<file path="src/rtl/register_mode_pkg.sv">
// Shared types for the RegisterMode configuration controller:
// FSM states, address field codes and mode encodings.
package register_mode_pkg;

  typedef enum logic [1:0] {
    IDLE = 2'd0,
    WR   = 2'd1,
    RD   = 2'd2,
    RESP = 2'd3
  } state_t;

  localparam logic [1:0] FLD_MODE  = 2'd0;
  localparam logic [1:0] FLD_CONST = 2'd1;
  localparam logic [1:0] FLD_VALUE = 2'd2;
  localparam logic [1:0] FLD_RSVD  = 2'd3;

  localparam logic [1:0] MODE_CONST  = 2'h0;
  localparam logic [1:0] MODE_VALUE  = 2'h1;
  localparam logic [1:0] MODE_BYPASS = 2'h2;
  localparam logic [1:0] MODE_DELAY  = 2'h3;

endpackage

</file>
<file path="src/rtl/register_mode_cfg_ctrl_decode.sv">
// Splits a config address into slice select and field,
// flagging slice indices beyond the populated bank.
module register_mode_cfg_decode
  import register_mode_pkg::*;
#(
  parameter int NUM_REGS = 4,
  parameter int IDX_W    = 2
) (
  input  logic [IDX_W+1:0]    addr,
  output logic [1:0]          field,
  output logic                inRange,
  output logic [NUM_REGS-1:0] sel
);

  logic [IDX_W-1:0] idx;

  always_comb begin
    idx     = addr[IDX_W+1:2];
    field   = addr[1:0];
    inRange = {1'b0, idx} < (IDX_W+1)'(NUM_REGS);
    sel     = '0;
    for (int i = 0; i < NUM_REGS; i++)
      sel[i] = (idx == IDX_W'(i));
  end

endmodule

</file>
<file path="src/rtl/register_mode_cfg_ctrl.sv">
// Config-bus sequencer for a bank of RegisterMode slices:
// holds mode/const_, pulses register writes, answers reads.
module register_mode_cfg_ctrl
  import register_mode_pkg::*;
#(
  parameter int         NUM_REGS   = 4,
  parameter int         WIDTH      = 4,
  parameter logic [1:0] MODE_RESET = MODE_CONST,
  localparam int        IDX_W      = (NUM_REGS > 1) ? $clog2(NUM_REGS) : 1
) (
  input  logic                      CLK,
  input  logic                      ASYNCRESET,
  input  logic                      cfg_valid,
  output logic                      cfg_ready,
  input  logic                      cfg_write,
  input  logic [IDX_W+1:0]          cfg_addr,
  input  logic [WIDTH-1:0]          cfg_wdata,
  output logic                      rd_valid,
  output logic [WIDTH-1:0]          rd_data,
  output logic                      cfg_err,
  output logic [2*NUM_REGS-1:0]     mode,
  output logic [WIDTH*NUM_REGS-1:0] const_,
  output logic [NUM_REGS-1:0]       config_we,
  output logic [WIDTH-1:0]          config_data,
  input  logic [WIDTH*NUM_REGS-1:0] slice_value
);

  state_t              state, stateNxt;
  logic [1:0]          field;
  logic                inRange;
  logic [NUM_REGS-1:0] sel;
  logic [NUM_REGS-1:0] rdSel;
  logic [1:0]          rdField;
  logic                rdInRange;
  logic [WIDTH-1:0]    rdMux;
  logic                accept;

  register_mode_cfg_decode #(
    .NUM_REGS(NUM_REGS),
    .IDX_W   (IDX_W)
  ) u_decode (
    .addr   (cfg_addr),
    .field  (field),
    .inRange(inRange),
    .sel    (sel)
  );

  assign cfg_ready = (state == IDLE);
  assign accept    = cfg_valid && cfg_ready;

  always_ff @(posedge CLK or posedge ASYNCRESET) begin
    if (ASYNCRESET) state <= IDLE;
    else            state <= stateNxt;
  end

  always_comb begin
    stateNxt = state;
    unique case (state)
      IDLE: if (cfg_valid) stateNxt = cfg_write ? WR : RD;
      WR:   stateNxt = IDLE;
      RD:   stateNxt = RESP;
      RESP: stateNxt = IDLE;
    endcase
  end

  // Read data is taken in the RD cycle so slice_value is sampled at T+1
  always_comb begin
    rdMux = '0;
    for (int i = 0; i < NUM_REGS; i++) begin
      if (rdInRange && rdSel[i]) begin
        unique case (rdField)
          FLD_MODE:  rdMux = WIDTH'(mode[2*i +: 2]);
          FLD_CONST: rdMux = const_[WIDTH*i +: WIDTH];
          FLD_VALUE: rdMux = slice_value[WIDTH*i +: WIDTH];
          FLD_RSVD:  rdMux = '0;
        endcase
      end
    end
  end

  always_ff @(posedge CLK or posedge ASYNCRESET) begin
    if (ASYNCRESET) begin
      mode        <= {NUM_REGS{MODE_RESET}};
      const_      <= '0;
      config_we   <= '0;
      config_data <= '0;
      rd_valid    <= 1'b0;
      rd_data     <= '0;
      cfg_err     <= 1'b0;
      rdSel       <= '0;
      rdField     <= FLD_MODE;
      rdInRange   <= 1'b0;
    end else begin
      config_we <= '0;
      rd_valid  <= 1'b0;
      cfg_err   <= 1'b0;
      if (accept && cfg_write) begin
        cfg_err <= !inRange;
        if (inRange) begin
          unique case (field)
            FLD_MODE:
              for (int i = 0; i < NUM_REGS; i++)
                if (sel[i]) mode[2*i +: 2] <= cfg_wdata[1:0];
            FLD_CONST:
              for (int i = 0; i < NUM_REGS; i++)
                if (sel[i]) const_[WIDTH*i +: WIDTH] <= cfg_wdata;
            FLD_VALUE: begin
              config_data <= cfg_wdata;
              config_we   <= sel;
            end
            FLD_RSVD: ;
          endcase
        end
      end
      if (accept && !cfg_write) begin
        rdSel     <= sel;
        rdField   <= field;
        rdInRange <= inRange;
      end
      if (state == RD) begin
        rd_valid <= 1'b1;
        rd_data  <= rdMux;
        cfg_err  <= !rdInRange;
      end
    end
  end

endmodule

</file>
<file path="config.mk">
export PLATFORM = sky130hd
export DESIGN_NAME = register_mode_cfg_ctrl
export DESIGN_NICKNAME = d
export VERILOG_FILES = /design/src/rtl/register_mode_pkg.sv /design/src/rtl/register_mode_cfg_ctrl_decode.sv /design/src/rtl/register_mode_cfg_ctrl.sv
export SDC_FILE = /design/constraint.sdc
export NUM_CORES = 1
export LEC_CHECK = 0
export CORE_MARGIN = 5
export CORE_UTILIZATION = 31
export DETAILED_ROUTE_END_ITERATION = 6
export HOLD_SLACK_MARGIN = 0.08
export PLACE_DENSITY = 0.61
export SLEW_MARGIN = 40
export SYNTH_ARGS = -nofsm -noshare
export SYNTH_HDL_FRONTEND = slang
export SYNTH_SLANG_ARGS = --single-unit
</file>
<file path="constraint.sdc">
create_clock -name CLK -period 2.25 [get_ports CLK]
set_input_delay 0.45 -clock CLK [delete_from_list [all_inputs] [get_ports CLK]]
set_output_delay 0.45 -clock CLK [all_outputs]
set_load 0.01 [all_outputs]
</file>
# [After elaboration in Yosys (flattened, before gate mapping)]
# Index checks and enable logic that the tools add are counted.
[classes] eq_ne=12 mux=15 reduce_logical=23
[ops] operator="case mux 4 bit (4 select lines)" n=4
[ops] operator="two-way mux 4 bit" n=6
[ops] operator="AND reduction 3 bit" n=8
[ops] operator="equality test 2 bit, second input constant" n=7
[ops] operator="equality test 2 x 1 -> 1 bit, second input constant" n=4
[ops] operator="zero test 2 bit" n=4
[ops] operator="logical AND 1 bit" n=7
[ops] operator="case mux 2 bit (3 select lines)" n=1
[ops] operator="two-way mux 2 bit" n=2
[ops] operator="zero test 1 bit" n=2
[ops] operator="two-way mux 1 bit" n=2
[ops] operator="inequality test 2 bit, second input constant" n=1
[ops] operator="AND reduction 2 bit" n=1
[ops] operator="OR reduction 2 bit" n=1
[totals] regBits=47 word_cells=67

# [Logic depth before layout (Yosys ltp)]
[depth] depth_word=6 depth_mapped=6

# [Modules after synthesis]
# From an unflattened synthesis, not the netlist that was laid out.
[hier_totals] cells_unflattened=172 hier_area_um2=2232.1
[by_module_without_submodules] module="register_mode_cfg_ctrl" instances=1 cells_per_inst=164 area_per_inst_um2=2179.6
[by_module_without_submodules] module="register_mode_cfg_decode" instances=1 cells_per_inst=8 area_per_inst_um2=52.6

# [Worst setup path before layout]
# OpenSTA, ideal clock, no wires.
[synth_timing] path_kind="input-to-reg" startpoint="input port cfg_write" endpoint="register const_[12]" setup_time_ns=0.125 arrival_ns=1.550 slack_ns=0.575 cell_stages=5 n_path_buf=1 path_cell_list="nand4bb_1 buf_2 or2_4 nor3b_4 mux2_2"
[synth_via] elab_chain_cells=2
[synth_lines] item="from (decl)" line_no="register_mode_cfg_ctrl.sv:15" source="input logic cfg_write,"
[synth_lines] item="logical AND 1 bit" line_no="register_mode_cfg_ctrl.sv:97" source="if (accept && cfg_write) begin"
[synth_lines] item="AND reduction 3 bit (no line)"
[synth_lines] item="to (signal, indexed assignment)" line_no="register_mode_cfg_ctrl.sv:106" source="if (sel[i]) const_[WIDTH*i +: WIDTH] <= cfg_wdata;"
[synth_lines] item="to (decl)" line_no="register_mode_cfg_ctrl.sv:22" source="output logic [WIDTH*NUM_REGS-1:0] const_,"
# No other way between the ends.
# A chain may end at the register's enable or synchronous reset.

# [Final worst setup path]
[layout_timing] startpoint="input port cfg_valid" endpoint="register const_[2]"
[layout_via] elab_chain_cells=3
[layout_lines] item="from (decl)" line_no="register_mode_cfg_ctrl.sv:13" source="input logic cfg_valid,"
[layout_lines] item="logical AND 1 bit" line_no="register_mode_cfg_ctrl.sv:49" source="assign accept = cfg_valid && cfg_ready;"
[layout_lines] item="logical AND 1 bit" line_no="register_mode_cfg_ctrl.sv:97"
[layout_lines] item="AND reduction 3 bit (no line)"
# No other way between the ends.

==> key figures <==
Setup path
  • Worst path required time: 2.44 ns
  • Worst path max stage delay: 0.48 ns
  • Critical-path top delay cell: clkdlybuf4s50_1
  • Flop-to-flop setup slack: 0.53 ns
  • Critical Path Source Type: input port
  • Max FO, Critical Path: 6
  • Reg-to-reg startpoint: state[1]$_DFFE_PP0P_
  • R2R depth: 5
  • Crit Reg-Reg Endpoint: const_[2]$_DFFE_PP0P_
  • WS Path Type: in -> reg
  • Crit path cell chain: clkdlybuf4s50_1 -> nand4bb_1 -> buf_4 -> nor3_1 -> nand2_1 -> mux2_2
  • Worst Path Arrival: 2.07 ns
  • Crit. End Element: flip-flop

Clock network
  • Clock latency on the worst-skew pair: 0.30 ns
  • Setup Buffers After CTS: 0
  • Root buffer cell: clkbuf_8
  • Maximum clock path buffer count: 2
  • Post-cts hold buffer count: 0
  • Post-CTS sizing: 0
  • Worst-path clk slew: 0.09 ns
  • CTS tree: built
  • Total CTS buffers: 5
  • CTS sink cnt: 47
  • CTS H-tree lvls: 2

Worst hold path
  • Hold wc startpoint: rdInRange$_DFFE_PP0P_
  • Hold Crit Depth: 1
  • Worst hold path class: reg -> reg
  • Hold path endpoint: cfg_err$_DFF_PP0_

Global routing
  • Tot GR Track Use: 13.9%
  • Initial antenna violation count: 0
  • Met3 Use GR: 3.70%
  • Grt total ovfl: 0
  • Global-route wire length before repair: 9370 um
  • GR met2 Demand/Resource: 22.3%
  • Number of global-route vias before repair: 1758
  • Largest net degree at the start of global routing: 48
  • GR peak layer: met2
  • Grt met1 use: 19.1%

Timing
  • Period utilization: 83.6%
  • Fmax: 532 MHz
  • Fin Setup TNS: 0 ns
  • Fin worst setup slack: 0.369 ns
  • Slew margin rel.: 66.5%
  • Hold_ws: 0.480 ns
  • Post-Route Skew: 0.00790 ns
  • # setup viols final: 0
  • Final Hold Viols: 0
  • Least-Margin Pin Slew: 0.502 ns
  • Unrepaired setup endpoints after global routing: no
  • Max Slew Vio Count: 0
  • Final min period: 1.88 ns

Detailed routing
  • Vias: 1618
  • DRC: 0
  • Routed wire length per instance: 17.4 um
  • DR vias/cell: 4.99
  • First-pass detailed-route iteration total: 4
  • Routed WL: 5620 um
  • Initial drt markers: 79
  • Post-DRT Antenna Nets: 0

Floorplan
  • Die ar.: 8660 um^2
  • Width of the chip: 93.1 um
  • Boundary Pins: 67
  • Placeable Area: 6760 um^2
  • Initial Util: 31.7%
  • Std cell rows: 30
  • Die height: 93.1 um

Final layout
  • Fillers: 659
  • Area Growth Syn to Fin: 41.4%
  • Layout Cell Area excl Fill: 3030 um^2
  • FF/Latch Area: 1180 um^2
  • Footprint of the multi-input gates: 912 um^2
  • Final #Nets: 271
  • ANT cells: 0
  • Layout cells sized above 1: 19.7%

Synthesis
  • Register area share after synthesis: 55.0%
  • Most common cell in the synthesized netlist: dfrtp_1
  • Register bit count reported by yosys: 47
  • Async SR Flop Fraction: 100%
  • Leading area contributor after synthesis: dfrtp_1
  • Synthesized area per cell: 12.4 um^2
  • Synth Warn #: 0
  • Synth cell count leaders: 47 x dfrtp_1, 30 x mux2_2, 15 x nand2_1
  • Top cells by area, synth: dfrtp_1 55%, mux2_2 16%, mux2i_1 3.7%
  • Post-synth EDFFs: 0
  • Predominant post-synthesis flop cell: dfrtp_1
  • Top-area cell type share of the netlist area: 55.0%
  • Mapped Cells: 173
  • Syn nets: 201
  • Synth Cell Area: 2140 um^2
  • Yosys cell types: 25

Power and ir drop
  • Maximum vdd ir drop: 0.000544 V
  • PwrDens: 1080 nW/um^2
  • Total power: 0.00325 W
  • Leak pwr: 1.31 nW

Job
  • # Max-Cap Violations: 0

Placed design
  • Area post-placement: 2920 um^2
  • RePlAce Congestion: 0.782
  • Place WS: 0.0413 ns
  • I/O Buffers: 66
  • Post-DP HPWL: 4330 um

Run status
  • Status: complete, no violations
stage by stage:
stage / std cells / utilization (%)
finish: 324 / 44.8
global route: 324 / 44.8
CTS: 324 / 44.8
detailed placement: 316 / 43.2
global placement: 316 / 43.2
floorplan: 173 / -
worst max-delay path, delay by kind of cell:
kind                   cells  cell delay [ns]
AND/OR/NAND/NOR            3             0.64
buffers and inverters      2             0.67
multiplexers               1             0.30
registers in the layout (all words and copies together) (netlist names):
| register | flops |
|---|---|
| mode | 8 |
| config_data | 4 |
| cfg_err | 1 |
| rdSel | 4 |
| state | 2 |
| rd_data | 4 |
| const_ | 16 |
| rd_valid | 1 |
| rdInRange | 1 |
| config_we | 4 |
| rdField | 2 |
where the power goes:
| group | switching, W | total [W] | internal (W) |
|---|---|---|---|
| registers | 0.000268 | 0.00137 | 0.00110 |
| logic | 0.000542 | 0.00131 | 0.000772 |
| clock network | 0.000287 | 0.000567 | 0.000280 |
cells in the final DEF (no fill, tap or decap), drive strengths merged, types with 5 or more instances in the layout:
cell / synthesis / final
a22oi: 6 / 6
mux2: 30 / 30
nor3: 5 / 5
nor2: 6 / 6
o2bb2ai: 6 / 6
nand2b: 5 / 5
o21ai: 5 / 5
clkbuf: 5 / 7
mux2i: 8 / 8
nand2: 15 / 15
dfrtp: 47 / 47
a22o: 6 / 6
buf: 5 / 7
clkdlybuf4s50: 0 / 66
final cells by class:
class,count,share of cell area (%)
Timing Repair Buffer,73,24.0
Inverter,2,0.248
Multi-Input combinational cell,114,30.1
Clock inverter,1,0.248
Tap cell,80,3.31
Clock buffer,7,3.18
Sequential cell,47,38.9
worst max path at each step:
stage | to | depth (start not counted) | start | slack (ns)
floorplan | const_[12]$_DFFE_PP0P_ | 5 | cfg_write | 0.58
global placement | const_[15]$_DFFE_PP0P_ | 5 | cfg_valid | 0.06
detailed placement | const_[15]$_DFFE_PP0P_ | 5 | cfg_valid | 0.04
CTS | const_[15]$_DFFE_PP0P_ | 5 | cfg_valid | 0.35
global route | const_[2]$_DFFE_PP0P_ | 6 | cfg_valid | 0.27
finish | const_[2]$_DFFE_PP0P_ | 6 | cfg_valid | 0.37
cells by family after synthesis:
kind of cell / synth area share [%]
buffers and inverters: 2.40
DFF: 55.0
AOI/OAI and AO/OA: 12.5
muxes: 19.5
and+or+nand+nor: 10.6
per-layer routing:
| layer | up-vias | part of all wire, % |
|---|---|---|
| met4 | 0 | 0.91 |
| li1 | 767 | - |
| met5 | - | 0 |
| met1 | 805 | 46 |
| met2 | 39 | 48 |
| met3 | 7 | 4.9 |
Note: power is estimated with default switching activity, not from simulation.
